<file path="src/rtl/mmu_pkg.sv">
// ---------------------------------------------------------------------------
// mmu_pkg
// Shared types and constants for the data-side (and later instruction-side)
// MIPS address translation blocks.
//   mmu_state_e    : sequencer states IDLE / XLATE / BUS / RESP
//   EXC_*          : CP0 ExcCode values reported with an exception response
//   KSEG0_BASE     : first unmapped kernel address (kseg0)
//   KSEG2_BASE     : first mapped kernel address after kseg1 (kseg2)
//   UNMAPPED_MASK  : strips the segment bits from a kseg0/kseg1 address
//   is_misaligned(): alignment check for a given access size
// ---------------------------------------------------------------------------
package mmu_pkg;

    typedef enum logic [1:0] {
        ST_IDLE  = 2'd0,
        ST_XLATE = 2'd1,
        ST_BUS   = 2'd2,
        ST_RESP  = 2'd3
    } mmu_state_e;

    localparam logic [4:0] EXC_NONE = 5'd0;
    localparam logic [4:0] EXC_TLBL = 5'd2;
    localparam logic [4:0] EXC_TLBS = 5'd3;
    localparam logic [4:0] EXC_ADEL = 5'd4;
    localparam logic [4:0] EXC_ADES = 5'd5;
    localparam logic [4:0] EXC_DBE  = 5'd7;

    localparam logic [31:0] KSEG0_BASE    = 32'h8000_0000;
    localparam logic [31:0] KSEG2_BASE    = 32'hC000_0000;
    localparam logic [31:0] UNMAPPED_MASK = 32'h1FFF_FFFF;

    localparam logic [1:0] SIZE_BYTE = 2'd0;
    localparam logic [1:0] SIZE_HALF = 2'd1;

    // Size encoding 3 is deliberately folded into the word case so that an
    // out-of-range size behaves exactly like a word access.
    function automatic logic is_misaligned(input logic [1:0] addr_lo,
                                           input logic [1:0] size);
        logic mis;
        mis = 1'b0;
        case (size)
            SIZE_BYTE: mis = 1'b0;
            SIZE_HALF: mis = addr_lo[0];
            default:   mis = (addr_lo != 2'b00);
        endcase
        return mis;
    endfunction

endpackage

</file>
<file path="src/rtl/mmu_seg_decode.sv">
// ---------------------------------------------------------------------------
// mmu_seg_decode
// Combinational MIPS segment classifier, shared by the data and instruction
// translation paths.
//   vaddr_i          : virtual address under test
//   user_mode_i      : CP0 Status.UM captured with the request
//   size_i           : access size (0 byte, 1 half, 2/3 word)
//   we_i             : 1 for a store, selects AdES over AdEL
//   mapped_o         : address must go through the TLB
//   unmapped_paddr_o : physical address for kseg0/kseg1
//   addr_exc_o       : address error (misaligned or user access to kernel)
//   exccode_o        : AdEL/AdES when addr_exc_o, otherwise 0
// ---------------------------------------------------------------------------
module mmu_seg_decode
    import mmu_pkg::*;
(
    input  logic [31:0] vaddr_i,
    input  logic        user_mode_i,
    input  logic [1:0]  size_i,
    input  logic        we_i,
    output logic        mapped_o,
    output logic [31:0] unmapped_paddr_o,
    output logic        addr_exc_o,
    output logic [4:0]  exccode_o
);

    logic in_kseg01;
    logic addr_err;

    // Address errors take priority over segment classification; a user-mode
    // access to any address with bit 31 set is an address error, not a TLB
    // lookup.
    always_comb begin
        in_kseg01        = (vaddr_i >= KSEG0_BASE) && (vaddr_i < KSEG2_BASE);
        addr_err         = is_misaligned(vaddr_i[1:0], size_i) ||
                           (user_mode_i && vaddr_i[31]);
        mapped_o         = !in_kseg01;
        unmapped_paddr_o = vaddr_i & UNMAPPED_MASK;
        addr_exc_o       = addr_err;
        exccode_o        = addr_err ? (we_i ? EXC_ADES : EXC_ADEL) : EXC_NONE;
    end

endmodule

</file>
<file path="src/rtl/mmu_dbus_xlate.sv">
// ---------------------------------------------------------------------------
// mmu_dbus_xlate
// Data-side translation and bus sequencer between the LSU and the data bus.
// Accepts one request at a time, translates it (direct for kseg0/kseg1, via
// the TLB data port otherwise), runs the bus transfer and returns exactly one
// response per request: load data or an exception record for CP0.
//   clk_i / rst_i                 : clock, synchronous active-high reset
//   req_*_i, user_mode_i          : LSU request, req_ready_o in IDLE only
//   tlb_vaddr_o                   : latched vaddr to the TLB data port
//   tlb_paddr_i / tlb_miss_i      : TLB lookup result for tlb_vaddr_o
//   bus_req_o, bus_addr/we/be/wdata_o : registered bus command
//   bus_ack_i / bus_err_i / bus_rdata_i : bus completion
//   rsp_*_o                       : one-cycle response pulse
// Parameter BUS_TIMEOUT (1..65535): cycles bus_req_o stays high without
// ack/err before a bus-error response is returned.
// ---------------------------------------------------------------------------
module mmu_dbus_xlate
    import mmu_pkg::*;
#(
    parameter int unsigned BUS_TIMEOUT = 255
) (
    input  logic        clk_i,
    input  logic        rst_i,
    input  logic        req_valid_i,
    output logic        req_ready_o,
    input  logic [31:0] req_addr_i,
    input  logic        req_we_i,
    input  logic [1:0]  req_size_i,
    input  logic [31:0] req_wdata_i,
    input  logic [3:0]  req_be_i,
    input  logic        user_mode_i,
    output logic [31:0] tlb_vaddr_o,
    input  logic [31:0] tlb_paddr_i,
    input  logic        tlb_miss_i,
    output logic        bus_req_o,
    output logic [31:0] bus_addr_o,
    output logic        bus_we_o,
    output logic [3:0]  bus_be_o,
    output logic [31:0] bus_wdata_o,
    input  logic        bus_ack_i,
    input  logic        bus_err_i,
    input  logic [31:0] bus_rdata_i,
    output logic        rsp_valid_o,
    output logic        rsp_exc_o,
    output logic [4:0]  rsp_exccode_o,
    output logic [31:0] rsp_badvaddr_o,
    output logic [31:0] rsp_rdata_o
);

    mmu_state_e  state_q, state_d;
    logic [31:0] addr_q, addr_d;
    logic        we_q, we_d;
    logic [1:0]  size_q, size_d;
    logic [31:0] wdata_q, wdata_d;
    logic [3:0]  be_q, be_d;
    logic        um_q, um_d;
    logic [15:0] timeout_cnt_q, timeout_cnt_d;
    logic        bus_req_q, bus_req_d;
    logic [31:0] bus_addr_q, bus_addr_d;
    logic        bus_we_q, bus_we_d;
    logic [3:0]  bus_be_q, bus_be_d;
    logic [31:0] bus_wdata_q, bus_wdata_d;
    logic        rsp_valid_q, rsp_valid_d;
    logic        rsp_exc_q, rsp_exc_d;
    logic [4:0]  rsp_exccode_q, rsp_exccode_d;
    logic [31:0] rsp_badvaddr_q, rsp_badvaddr_d;
    logic [31:0] rsp_rdata_q, rsp_rdata_d;

    logic        seg_mapped;
    logic [31:0] seg_unmapped_paddr;
    logic        seg_addr_exc;
    logic [4:0]  seg_exccode;

    logic        exc_hit;
    logic [4:0]  exc_code;
    logic [16:0] timeout_cnt_next;

    mmu_seg_decode u_seg_decode (
        .vaddr_i          (addr_q),
        .user_mode_i      (um_q),
        .size_i           (size_q),
        .we_i             (we_q),
        .mapped_o         (seg_mapped),
        .unmapped_paddr_o (seg_unmapped_paddr),
        .addr_exc_o       (seg_addr_exc),
        .exccode_o        (seg_exccode)
    );

    // Next-state and next-output logic. Every register holds by default; each
    // state only overrides what it changes. The response fields are cleared
    // on leaving RESP so they read as zero whenever rsp_valid_o is low.
    always_comb begin
        state_d          = state_q;
        addr_d           = addr_q;
        we_d             = we_q;
        size_d           = size_q;
        wdata_d          = wdata_q;
        be_d             = be_q;
        um_d             = um_q;
        timeout_cnt_d    = timeout_cnt_q;
        bus_req_d        = bus_req_q;
        bus_addr_d       = bus_addr_q;
        bus_we_d         = bus_we_q;
        bus_be_d         = bus_be_q;
        bus_wdata_d      = bus_wdata_q;
        rsp_valid_d      = rsp_valid_q;
        rsp_exc_d        = rsp_exc_q;
        rsp_exccode_d    = rsp_exccode_q;
        rsp_badvaddr_d   = rsp_badvaddr_q;
        rsp_rdata_d      = rsp_rdata_q;
        exc_hit          = 1'b0;
        exc_code         = EXC_NONE;
        // One extra bit so BUS_TIMEOUT = 65535 compares without wrapping.
        timeout_cnt_next = {1'b0, timeout_cnt_q} + 17'd1;

        case (state_q)
            ST_IDLE: begin
                if (req_valid_i) begin
                    addr_d  = req_addr_i;
                    we_d    = req_we_i;
                    size_d  = req_size_i;
                    wdata_d = req_wdata_i;
                    be_d    = req_be_i;
                    um_d    = user_mode_i;
                    state_d = ST_XLATE;
                end
            end

            ST_XLATE: begin
                if (seg_addr_exc) begin
                    exc_hit  = 1'b1;
                    exc_code = seg_exccode;
                end else if (seg_mapped && tlb_miss_i) begin
                    exc_hit  = 1'b1;
                    exc_code = we_q ? EXC_TLBS : EXC_TLBL;
                end

                if (exc_hit) begin
                    state_d        = ST_RESP;
                    rsp_valid_d    = 1'b1;
                    rsp_exc_d      = 1'b1;
                    rsp_exccode_d  = exc_code;
                    rsp_badvaddr_d = addr_q;
                    rsp_rdata_d    = 32'd0;
                end else begin
                    state_d       = ST_BUS;
                    bus_req_d     = 1'b1;
                    bus_addr_d    = seg_mapped ? tlb_paddr_i : seg_unmapped_paddr;
                    bus_we_d      = we_q;
                    bus_be_d      = be_q;
                    bus_wdata_d   = wdata_q;
                    timeout_cnt_d = 16'd0;
                end
            end

            ST_BUS: begin
                // The cycle whose incremented count would reach BUS_TIMEOUT is
                // the last one with bus_req high, giving exactly BUS_TIMEOUT
                // request cycles.
                if (bus_err_i || bus_ack_i ||
                    (timeout_cnt_next == 17'(BUS_TIMEOUT))) begin
                    state_d        = ST_RESP;
                    bus_req_d      = 1'b0;
                    rsp_valid_d    = 1'b1;
                    rsp_badvaddr_d = 32'd0;
                    if (bus_ack_i && !bus_err_i) begin
                        rsp_exc_d     = 1'b0;
                        rsp_exccode_d = EXC_NONE;
                        rsp_rdata_d   = we_q ? 32'd0 : bus_rdata_i;
                    end else begin
                        rsp_exc_d     = 1'b1;
                        rsp_exccode_d = EXC_DBE;
                        rsp_rdata_d   = 32'd0;
                    end
                end else begin
                    timeout_cnt_d = timeout_cnt_next[15:0];
                end
            end

            ST_RESP: begin
                state_d        = ST_IDLE;
                rsp_valid_d    = 1'b0;
                rsp_exc_d      = 1'b0;
                rsp_exccode_d  = EXC_NONE;
                rsp_badvaddr_d = 32'd0;
                rsp_rdata_d    = 32'd0;
            end

            default: begin
                state_d = ST_IDLE;
            end
        endcase
    end

    // State and output registers. Reset abandons any in-flight request, so
    // no response is ever produced for it.
    always_ff @(posedge clk_i) begin
        if (rst_i) begin
            state_q        <= ST_IDLE;
            addr_q         <= 32'd0;
            we_q           <= 1'b0;
            size_q         <= 2'd0;
            wdata_q        <= 32'd0;
            be_q           <= 4'd0;
            um_q           <= 1'b0;
            timeout_cnt_q  <= 16'd0;
            bus_req_q      <= 1'b0;
            bus_addr_q     <= 32'd0;
            bus_we_q       <= 1'b0;
            bus_be_q       <= 4'd0;
            bus_wdata_q    <= 32'd0;
            rsp_valid_q    <= 1'b0;
            rsp_exc_q      <= 1'b0;
            rsp_exccode_q  <= EXC_NONE;
            rsp_badvaddr_q <= 32'd0;
            rsp_rdata_q    <= 32'd0;
        end else begin
            state_q        <= state_d;
            addr_q         <= addr_d;
            we_q           <= we_d;
            size_q         <= size_d;
            wdata_q        <= wdata_d;
            be_q           <= be_d;
            um_q           <= um_d;
            timeout_cnt_q  <= timeout_cnt_d;
            bus_req_q      <= bus_req_d;
            bus_addr_q     <= bus_addr_d;
            bus_we_q       <= bus_we_d;
            bus_be_q       <= bus_be_d;
            bus_wdata_q    <= bus_wdata_d;
            rsp_valid_q    <= rsp_valid_d;
            rsp_exc_q      <= rsp_exc_d;
            rsp_exccode_q  <= rsp_exccode_d;
            rsp_badvaddr_q <= rsp_badvaddr_d;
            rsp_rdata_q    <= rsp_rdata_d;
        end
    end

    assign req_ready_o    = (state_q == ST_IDLE);
    assign tlb_vaddr_o    = addr_q;
    assign bus_req_o      = bus_req_q;
    assign bus_addr_o     = bus_addr_q;
    assign bus_we_o       = bus_we_q;
    assign bus_be_o       = bus_be_q;
    assign bus_wdata_o    = bus_wdata_q;
    assign rsp_valid_o    = rsp_valid_q;
    assign rsp_exc_o      = rsp_exc_q;
    assign rsp_exccode_o  = rsp_exccode_q;
    assign rsp_badvaddr_o = rsp_badvaddr_q;
    assign rsp_rdata_o    = rsp_rdata_q;

endmodule

</file>
<file path="config.mk">
export PLATFORM = sky130hd
export DESIGN_NAME = mmu_dbus_xlate
export DESIGN_NICKNAME = d
export VERILOG_FILES = /design/src/rtl/mmu_pkg.sv /design/src/rtl/mmu_seg_decode.sv /design/src/rtl/mmu_dbus_xlate.sv
export SDC_FILE = /design/constraint.sdc
export NUM_CORES = 1
export LEC_CHECK = 0
export BUFFER_PORTS_ARGS = -buffer_cell sky130_fd_sc_hd__buf_4
export CAP_MARGIN = 20
export CORE_MARGIN = 4
export CORE_UTILIZATION = 45
export CTS_CLUSTER_SIZE = 16
export DETAILED_ROUTE_END_ITERATION = 12
export HOLD_SLACK_MARGIN = 0.1
export PLACE_DENSITY_LB_ADDON = 0.2
export REMOVE_ABC_BUFFERS = 1
export SETUP_SLACK_MARGIN = 0.3
export SYNTH_ARGS = -nofsm -noshare
export SYNTH_HDL_FRONTEND = slang
export SYNTH_SLANG_ARGS = --single-unit
</file>
<file path="constraint.sdc">
create_clock -name clk_i -period 2.4 [get_ports clk_i]
set_input_delay 0.24 -clock clk_i [delete_from_list [all_inputs] [get_ports clk_i]]
set_output_delay 0.24 -clock clk_i [all_outputs]
set_load 0.05 [all_outputs]
</file>
=== Word level (Yosys, flattened, before mapping) ===
Cells that the tools add are included.

* Add/subtract/negate cells: 1
* Order comparisons: 2
* Equal/unequal tests: 10
* Multiplexer cells: 37
* Bitwise logic cells: 1
* Reductions and logical operators: 20

{| class="wikitable"
|+ Operators with widths
! cell !! number
|-
| $mux W32 || 7
|-
| $pmux W32 S3 || 2
|-
| $ge A32 B32 Y1 const B || 1
|-
| $lt A32 B32 Y1 const B || 1
|-
| $mux W16 || 2
|-
| $pmux W16 S2 || 1
|-
| $add A16 B1 Y17 const B || 1
|-
| $eq A17 B8 Y1 const B || 1
|-
| $mux W5 || 3
|-
| $pmux W5 S3 || 1
|-
| $mux W1 || 12
|-
| $ne A2 B2 Y1 const B || 5
|-
| $reduce_and A3 Y1 || 3
|-
| $pmux W2 S4 || 1
|-
| $mux W2 || 3
|-
| $pmux W1 S3 || 2
|-
| $reduce_and A2 Y1 || 3
|-
| $eq A2 B1 Y1 const B || 2
|-
| $eq A2 B2 Y1 const B || 2
|-
| $logic_and A1 B1 Y1 || 4
|-
| $logic_not A2 Y1 || 2
|-
| $pmux W1 S2 || 2
|-
| $reduce_bool A2 Y1 || 2
|-
| $logic_or A1 B1 Y1 || 3
|-
| other kinds (4) || 5
|}

* Flip-flop bits (word level): 231
* Word-level logic and storage cells: 89

=== Longest topological paths before layout ===
Gate-level depths: netlist of the first run.

* Depth in word-level cells: 9
* Depth in mapped cells: 9

=== Modules after synthesis ===
Synthesis of the first run repeated with hierarchy kept, for this count alone.

* Cell total of the unflattened synthesis: 1161
* Area total of the unflattened synthesis: 9492.9 um^2

{| class="wikitable"
|+ Modules (own cells, without submodules)
! module !! instances !! cells each !! area each (um^2) !! sequential area each (um^2)
|-
| mmu_dbus_xlate || 1 || 1119 || 9183.8 || 4624.4
|-
| mmu_seg_decode || 1 || 42 || 309.0 || 0.0
|}

=== Worst setup path before layout of the first run ===
OpenSTA, ideal clock, no wires.

* Path type: register to register
* Start point: register addr_q[31], in the netlist tlb_vaddr_o[31]
* End point: register rsp_badvaddr_q[1], in the netlist rsp_badvaddr_o[1]
* Setup time: 0.117 ns
* Arrival: 2.393 ns
* Required time: 2.283 ns
* Path slack: -0.110 ns
* Cell stages (with the launch flop): 10
* Buffers on the path: 3
* Cells stage by stage: dfxtp_1 nand2b_1 clkbuf_1 a21o_1 nor2_1 nor2_4 and3_1 buf_1 clkbuf_1 a22o_1

* Cells in the longest elaborated chain, start to end: 9
* Elaborated cells on any way between the ends: 12

{| class="wikitable"
|+ RTL lines
! item !! line !! source
|-
| start: declaration || mmu_dbus_xlate.sv:51 || <nowiki>logic [31:0] addr_q, addr_d;</nowiki>
|-
| start signal: assignment || mmu_dbus_xlate.sv:219 || <nowiki>addr_q <= addr_d;</nowiki>
|-
| $ge A32 B32 Y1 or $lt A32 B32 Y1 (tied branches) || mmu_seg_decode.sv:34 || <nowiki>in_kseg01 = (vaddr_i >= KSEG0_BASE) && (vaddr_i < KSEG2_BASE);</nowiki>
|-
| $logic_and A1 B1 Y1 || mmu_seg_decode.sv:34 ||
|-
| $logic_not A1 Y1 || mmu_seg_decode.sv:37 || <nowiki>mapped_o = !in_kseg01;</nowiki>
|-
| $logic_and A1 B1 Y1 || mmu_dbus_xlate.sv:133 || <nowiki>end else if (seg_mapped && tlb_miss_i) begin</nowiki>
|-
| $mux W1 || mmu_dbus_xlate.sv:133 ||
|-
| $mux W1 (*) || mmu_dbus_xlate.sv:130 || <nowiki>if (seg_addr_exc) begin</nowiki>
|-
| $mux W1 (*) || mmu_dbus_xlate.sv:116 || <nowiki>case (state_q)</nowiki>
|-
| $ne A2 B2 Y1 (no source line) (*) || n/a ||
|-
| $reduce_and A3 Y1 (no source line) (*) || n/a ||
|-
| end signal: assignment || mmu_dbus_xlate.sv:234 || <nowiki>rsp_badvaddr_q <= rsp_badvaddr_d;</nowiki>
|-
| end: declaration || mmu_dbus_xlate.sv:66 || <nowiki>logic [31:0] rsp_badvaddr_q, rsp_badvaddr_d;</nowiki>
|}

Mark *: on every way between the ends. The rest lies on a longest branch, timed or not. The select of a mux whose other input is x is not followed.
A chain may end at the register's enable or synchronous reset.

=== Worst setup path after layout of the first run ===
* Start point: register timeout_cnt_q[1]
* End point: register timeout_cnt_q[11]

* Cells in the longest elaborated chain, start to end: 5
* Elaborated cells on any way between the ends: 7

{| class="wikitable"
|+ RTL lines
! item !! line !! source
|-
| start: declaration || mmu_dbus_xlate.sv:57 || <nowiki>logic [15:0] timeout_cnt_q, timeout_cnt_d;</nowiki>
|-
| start signal: assignment || mmu_dbus_xlate.sv:225 || <nowiki>timeout_cnt_q <= timeout_cnt_d;</nowiki>
|-
| $add A16 B1 Y17 (*) || mmu_dbus_xlate.sv:114 || <nowiki>timeout_cnt_next = {1'b0, timeout_cnt_q} + 17'd1;</nowiki>
|-
| $eq A17 B8 Y1 || mmu_dbus_xlate.sv:161 || <nowiki>(timeout_cnt_next == 17'(BUS_TIMEOUT))) begin</nowiki>
|-
| $logic_or A1 B1 Y1 || mmu_dbus_xlate.sv:160 || <nowiki>if (bus_err_i || bus_ack_i ||</nowiki>
|-
| $ne A2 B2 Y1 (no source line) || n/a ||
|-
| $reduce_and A3 Y1 (no source line) || n/a ||
|}

Marked as above.

==> results of run 1 <==
-- registers in the layout, summed over array words and instances (netlist names) --
name	flops
bus_addr_o	32
bus_wdata_o	32
rsp_badvaddr_o	32
rsp_rdata_o	32
tlb_vaddr_o	32
wdata_q	32
timeout_cnt_q	16
be_q	4
bus_be_o	4
rsp_exccode_o	3
size_q	2
state_q	2
bus_req_o	1
bus_we_o	1
rsp_exc_o	1
rsp_valid_o	1
um_q	1
we_q	1
-- power breakdown --
part / internal [mW] / leakage [nW] / switching, mW
clock network: 2.53 / 0.440 / 1.58
registers: 4.33 / 1.86 / 0.353
logic: 1.99 / 3.93 / 3.68
total: 8.86 / 6.24 / 5.61
-- worst paths after layout --
check | startpoint | end | slack [ps] | depth (start not counted)
setup / recovery | timeout_cnt_q[1]$_SDFFE_PP0P_ | timeout_cnt_q[11]$_SDFFE_PP0P_ | -30 | 11
hold / removal | tlb_paddr_i[15] | bus_addr_o[15]$_SDFFE_PP0P_ | 110 | 3
setup reg to reg | timeout_cnt_q[1]$_SDFFE_PP0P_ | timeout_cnt_q[11]$_SDFFE_PP0P_ | -30 | 11
hold reg to reg | wdata_q[0]$_SDFFE_PP0P_ | bus_wdata_o[0]$_SDFFE_PP0P_ | 450 | 2
-- critical path: stages, from the launching register on --
cell and delay [ps]:
dfxtp_2 330, buf_4 120, nand4_1 100, buf_6 150
or4_4 480, or3_4 350, nand4_1 190, o21ai_4 120
buf_4 160, buf_6 100, a22oi_2 160, o21ai_1 70
-- routing by layer --
metal	vias to the layer above	GRT usage (%)
met5	-	0
met4	0	11.1
met3	95	5.65
met2	282	46.9
met1	4350	32.3
li1	4472	-
-- cell usage in the layout (no fill, tap or decap), types with 3 or more instances in the layout --
cell type      count
buf_4            349
nand2_1          305
dfxtp_1          226
dlygate4sd3_1    131
a21oi_1          121
mux2i_1           66
nor2_1            44
a211oi_1          36
a22o_1            33
clkbuf_16         26
nand3_1           23
inv_1             11
clkinv_2           8
buf_12             7
a31oi_1            6
o21ai_1            5
nor3_1             5
o21ai_0            5
ha_1               5
bufinv_16          5
buf_6              5
nand4_1            3
nor3_2             3
and3_1             3
xnor2_1            3
o211ai_1           3
or3_1              3
clkbuf_8           3
dfxtp_2            3
-- what timing repair did --
action,in CTS,in global routing
gates resized for setup,26,20
hold buffers,131,0
cloned,2,1
pin swaps,9,4
endpoints found under the hold margin,132,0
setup buffers,2,2
endpoints found under the setup margin,89,113
-- cell families (layout without fill, tap and decap cells) --
family,Yosys count,after routing,share of synthesized area (%)
XOR/XNOR,4,4,0.390
AO/OA/AOI/OAI,234,234,16.6
flip-flops,229,229,51.1
buffers and inverters,90,551,4.40
multiplexers,69,69,7.71
adder cells (fa/ha/maj),6,6,0.836
AND/OR/NAND/NOR,415,415,18.9
other,1,2,0.0418
-- layout make-up --
| class | instances | share of cell area (%) |
|---|---|---|
| sequential | 229 | 32.2 |
| inverter | 12 | 0.316 |
| clock buffer | 28 | 4.68 |
| multi-input combinational | 730 | 29.4 |
| tap | 265 | 2.33 |
| timing repair buffer | 495 | 29.5 |
| clock inverter | 16 | 1.51 |
-- stage by stage --
stage,setup slack [ps],setup TNS (ps),power [mW],instance area (sq um)
2_1_floorplan,-4150,-535670,8.03,8630
3_3_place_gp,-43.4,-1300,9.74,11700
3_5_place_dp,-120,-5980,9.79,11700
4_1_cts,23.8,0,14.4,14100
5_1_grt,-162,-7600,15.1,14300
6_report,-30.9,-81.0,14.5,14300
==> results.md, run 1 <==
* Fmax at 411 MHz
* IO Pins at 316
* CTS tree: done
* Filler cells at 1424
* Leak Pwr at 6.24 nW
* Routed wire length at 31200 um
* Violated checks: setup timing
* Kind of critical path: flop to flop
* Least-Margin Pin Slew at 943 ps
* Non-Filler Instances at 1775
* Die height at 149 um
* Fin Hold WS at 108 ps
* Synth Instances at 1048
* Die Span X at 149 um
* CTS buffer count at 25
* Avg Inst Size Synth at 8.57 sq um
* Met3 wire len at 1880 um
* Status: finished, violations left
* Area Growth Syn to Fin at 58.7%
* Unrepaired setup endpoints after global routing: true
* Crit path max fanout at 5
* First-pass GRT wire length at 48900 um
* HP Class: input pin to flop
* Synth cell count leaders: nand2_1, dfxtp_1, a21oi_1
* Required @ worst endpoint at 2810 ps
* Arrival time worst endpoint at 2840 ps
* Max layer used: met4
* CP Capture Type: flop
* Yosys top cell by area: dfxtp_1
* Vias per cell at 5.18
* FF+latch count, synth at 229
* Synth Warn # at 0
* Storage cell area at 0.00459 sq mm
* Site row count at 51
* DRT met1 WL at 12200 um
* Met2 wirelength from detailed routing at 15800 um
* Ys async rst share at 0%
* Register area share after synthesis at 51.1%
* Final RePlAce weighted congestion at 0.914
* Yosys cell types at 59
* Clk root buf: clkbuf_16
* Drt pass-1 iters at 4
* Min Tclk post-route at 2430 ps
* Period utilisation layout at 101%
* WL/cell at 17.6 um
* Clk_lat worst skew at 510 ps
* Antenna cells at 0
* Sinks on Clock Net at 229
* Slew headroom at 37.2%
* CTS max path bufs at 3
* Remaining Overflow, GRT at 0
* Fin nets at 1641
* Starting DRT DRC Count at 454
* Worst Skew at 15.3 ps
* Main synth FF type: dfxtp_1
* Htree depth at 1
* Routed via count at 9199
* Largest net degree at the start of global routing at 89
* Setup violations, final at 6
* Clk slew on worst S/H paths at 60 ps
* Max-cap violations at 0
* Drt drc at 0
* DIE AREA at 0.0223 sq mm
* Fin. max-slew vios at 0
* Final Hold Viols at 0
* Power Density at 1020 mW/mm^2
* Detailed placer's ending HPWL at 19000 um
* Port Buffers at 313
* Global Route Usage Sum at 26.9%
* Multi-input gate area at 0.00420 sq mm
* Effective utilization at floorplan at 46.0%
* Post-Route Utilization at 73.0%
* Top post-synthesis cells by area: dfxtp_1, nand2_1, mux2i_1, a21oi_1, a22o_1
* Max VDD drop at 0.896 mV
* Vias in the first global route at 9339
* Top-area cell type share of the netlist area at 51.1%
* Setup crit start kind: flop
* Setup slack after layout at -30.9 ps
* Share of layout cells above drive strength 1 at 29.9%
* Synthesized area at 0.00898 sq mm
* Post-synth EDFFs at 0
* Most common cell in the netlist: nand2_1
* Placed cells at 1593
* Post-route ant nets at 0
* Initial antenna violation count at 0
* Total core area at 0.0195 sq mm
(Power assumes the default switching activity.)
==> inputs of run 2 (changes only) <==
CAP_MARGIN = 0   (was 20)
REMOVE_ABC_BUFFERS = unset   (was 1)
SKIP_CTS_REPAIR_TIMING = 1   (was unset)
==> run 2 against run 1 <==
The flow still finishes with violations (setup timing). Via count up 1.7%. Clock-buffer cell count up 10. Cell count up 0.11%. Largest cell class unchanged.
==> results.md, run 2 (synthesis gave the netlist of run 1 again) <==
* Status: finished, violations left
* Violated checks: setup timing
* Effective utilization at floorplan at 46.0%
* Vias in the first global route at 7816
* Clk root buf: clkbuf_16
* Htree depth at 1
* Clock power frac at 27.7%
* DIE AREA at 0.0223 sq mm
* Worst Skew at 13.6 ps
* Required @ worst endpoint at 2850 ps
* CP Cell Sequence: nand4_1 -> or4_4 -> o21ai_2 -> nand4_1 -> o21ai_4 -> buf_4 -> a31oi_2 -> o21ai_1
* Period utilisation layout at 100%
* Power Density at 1010 mW/mm^2
* Fmax at 415 MHz
* Final Hold Viols at 0
* Port Buffers at 313
* Cell Int Power at 8.89 mW
* Gate power share at 39.8%
* Top delay family on crit path: simple AND/OR/NAND/NOR gates
* Post-route ant nets at 0
* CTS tree: done
* Die height at 149 um
* Final RePlAce weighted congestion at 0.880
* CP Capture Type: flop
* Fin Hold WS at 82.1 ps
* Site row count at 51
* Drt drc at 0
* Setup TNS at -27.0 ps
* IO Pins at 316
* Sinks on Clock Net at 229
* CTS max path bufs at 3
* Arrival time worst endpoint at 2850 ps
* Worst path max stage delay at 500 ps
* Die Span X at 149 um
* Least-Margin Pin Slew at 601 ps
* CP dominant cell by count: nand4_1
* Slew headroom at 59.9%
* Setup violations, final at 6
* Remaining Overflow, GRT at 0
* Detailed placer's ending HPWL at 18700 um
* WL/cell at 17.5 um
* CTS buffer count at 26
* Leak Pwr at 6.23 nW
* Clk slew on worst S/H paths at 60 ps
* Vias per cell at 5.27
* Setup crit start kind: flop
* Kind of critical path: flop to flop
* Psw at 5.60 mW
* Fin. max-slew vios at 0
* Crit path max fanout at 5
* Part of the power in registers at 32.4%
* First-pass GRT wire length at 41000 um
* Starting DRT DRC Count at 529
* Drt pass-1 iters at 5
* Share of layout cells above drive strength 1 at 31.6%
* Unrepaired setup endpoints after global routing: true
* Slowest-stage cell, CP: or4_4
* Most common cell after layout, fill and taps aside: buf_4
* Max VDD drop at 0.740 mV
* Clk_lat worst skew at 530 ps
* Total core area at 0.0195 sq mm
* Filler cells at 1373
* Largest net degree at the start of global routing at 121
* Sw Share at 38.7%
* Most frequent cells in the layout: buf_4, nand2_1, dfxtp_1
* Routed via count at 9358
* Max-cap violations at 0
* Post-Route Utilization at 73.6%
* Fin nets at 1640
* Buf+Inv Stages, Crit Path at 1
* Min Tclk post-route at 2410 ps
* HP Class: input pin to flop
* Initial antenna violation count at 0
* Setup slack after layout at -6.96 ps
* Area Growth Syn to Fin at 60.0%
* Routed wire length at 31200 um
* Global Route Usage Sum at 22.5%
run 2: cell types whose count changed in the layout (fill, tap and decap cells not counted), sizes merged, moves of 3 or more:
| cell | before | now |
|---|---|---|
| clkbuf | 29 | 40 |
| bufinv | 5 | 2 |
| dlygate4sd3 | 131 | 125 |
| clkinv | 9 | 5 |
run 2: path summary, 6_finish.rpt:
path | to | cells past startpoint | from | slack, ps
min reg2reg | bus_wdata_o[22]$_SDFFE_PP0P_ | 2 | wdata_q[22]$_SDFFE_PP0P_ | 440
max | timeout_cnt_q[2]$_SDFFE_PP0P_ | 8 | timeout_cnt_q[1]$_SDFFE_PP0P_ | -7
min | bus_addr_o[11]$_SDFFE_PP0P_ | 3 | tlb_paddr_i[11] | 80
max reg2reg | timeout_cnt_q[2]$_SDFFE_PP0P_ | 8 | timeout_cnt_q[1]$_SDFFE_PP0P_ | -7
run 2: layer usage:
| metal | vias to the layer above | global-route usage, % | part of all wire [%] |
|---|---|---|---|
| met2 | 393 | 38.0 | 50 |
| met1 | 4407 | 27.8 | 39 |
| met3 | 67 | 6.87 | 8.3 |
| met4 | 0 | 6.36 | 2.9 |
| met5 | - | 0 | 0 |
| li1 | 4491 | - | - |
run 2: tightest hold or removal path, stage by stage:
cell and delay, ps:
buf_4 110, mux2i_1 130, a211oi_1 80
run 2: power by group through the flow:
stage	combinational [mW]	clock [mW]	sequential, mW
finish	5.78	4.02	4.70
floorplan	2.31	0	6.01
detailed placement	5.17	0	4.76
CTS	5.18	4.09	4.68
global route	6.12	4.25	4.76
global placement	5.12	0	4.74
run 2: area by class of cell:
cell class,count,area (sq um),area share (%)
Sequential cell,229,4610,32.1
Multi-Input combinational cell,732,4320,30.1
Timing Repair Buffer,491,4180,29.1
Clock buffer,38,776,5.40
Tap cell,265,332,2.31
Clock inverter,9,111,0.775
Inverter,12,45.0,0.313
Antenna cell,1,2.50,0.0174
run 2: metrics by stage:
step | area [sq um] | worst slack (ps) | total power [mW] | cells
2_1_floorplan | 9210 | 194 | 8.32 | 1049
3_3_place_gp | 11900 | -192 | 9.87 | 1589
3_5_place_dp | 11900 | -269 | 9.93 | 1589
4_1_cts | 12800 | -308 | 14.0 | 1636
5_1_grt | 14400 | -110 | 15.1 | 1776
6_report | 14400 | -6.96 | 14.5 | 1777
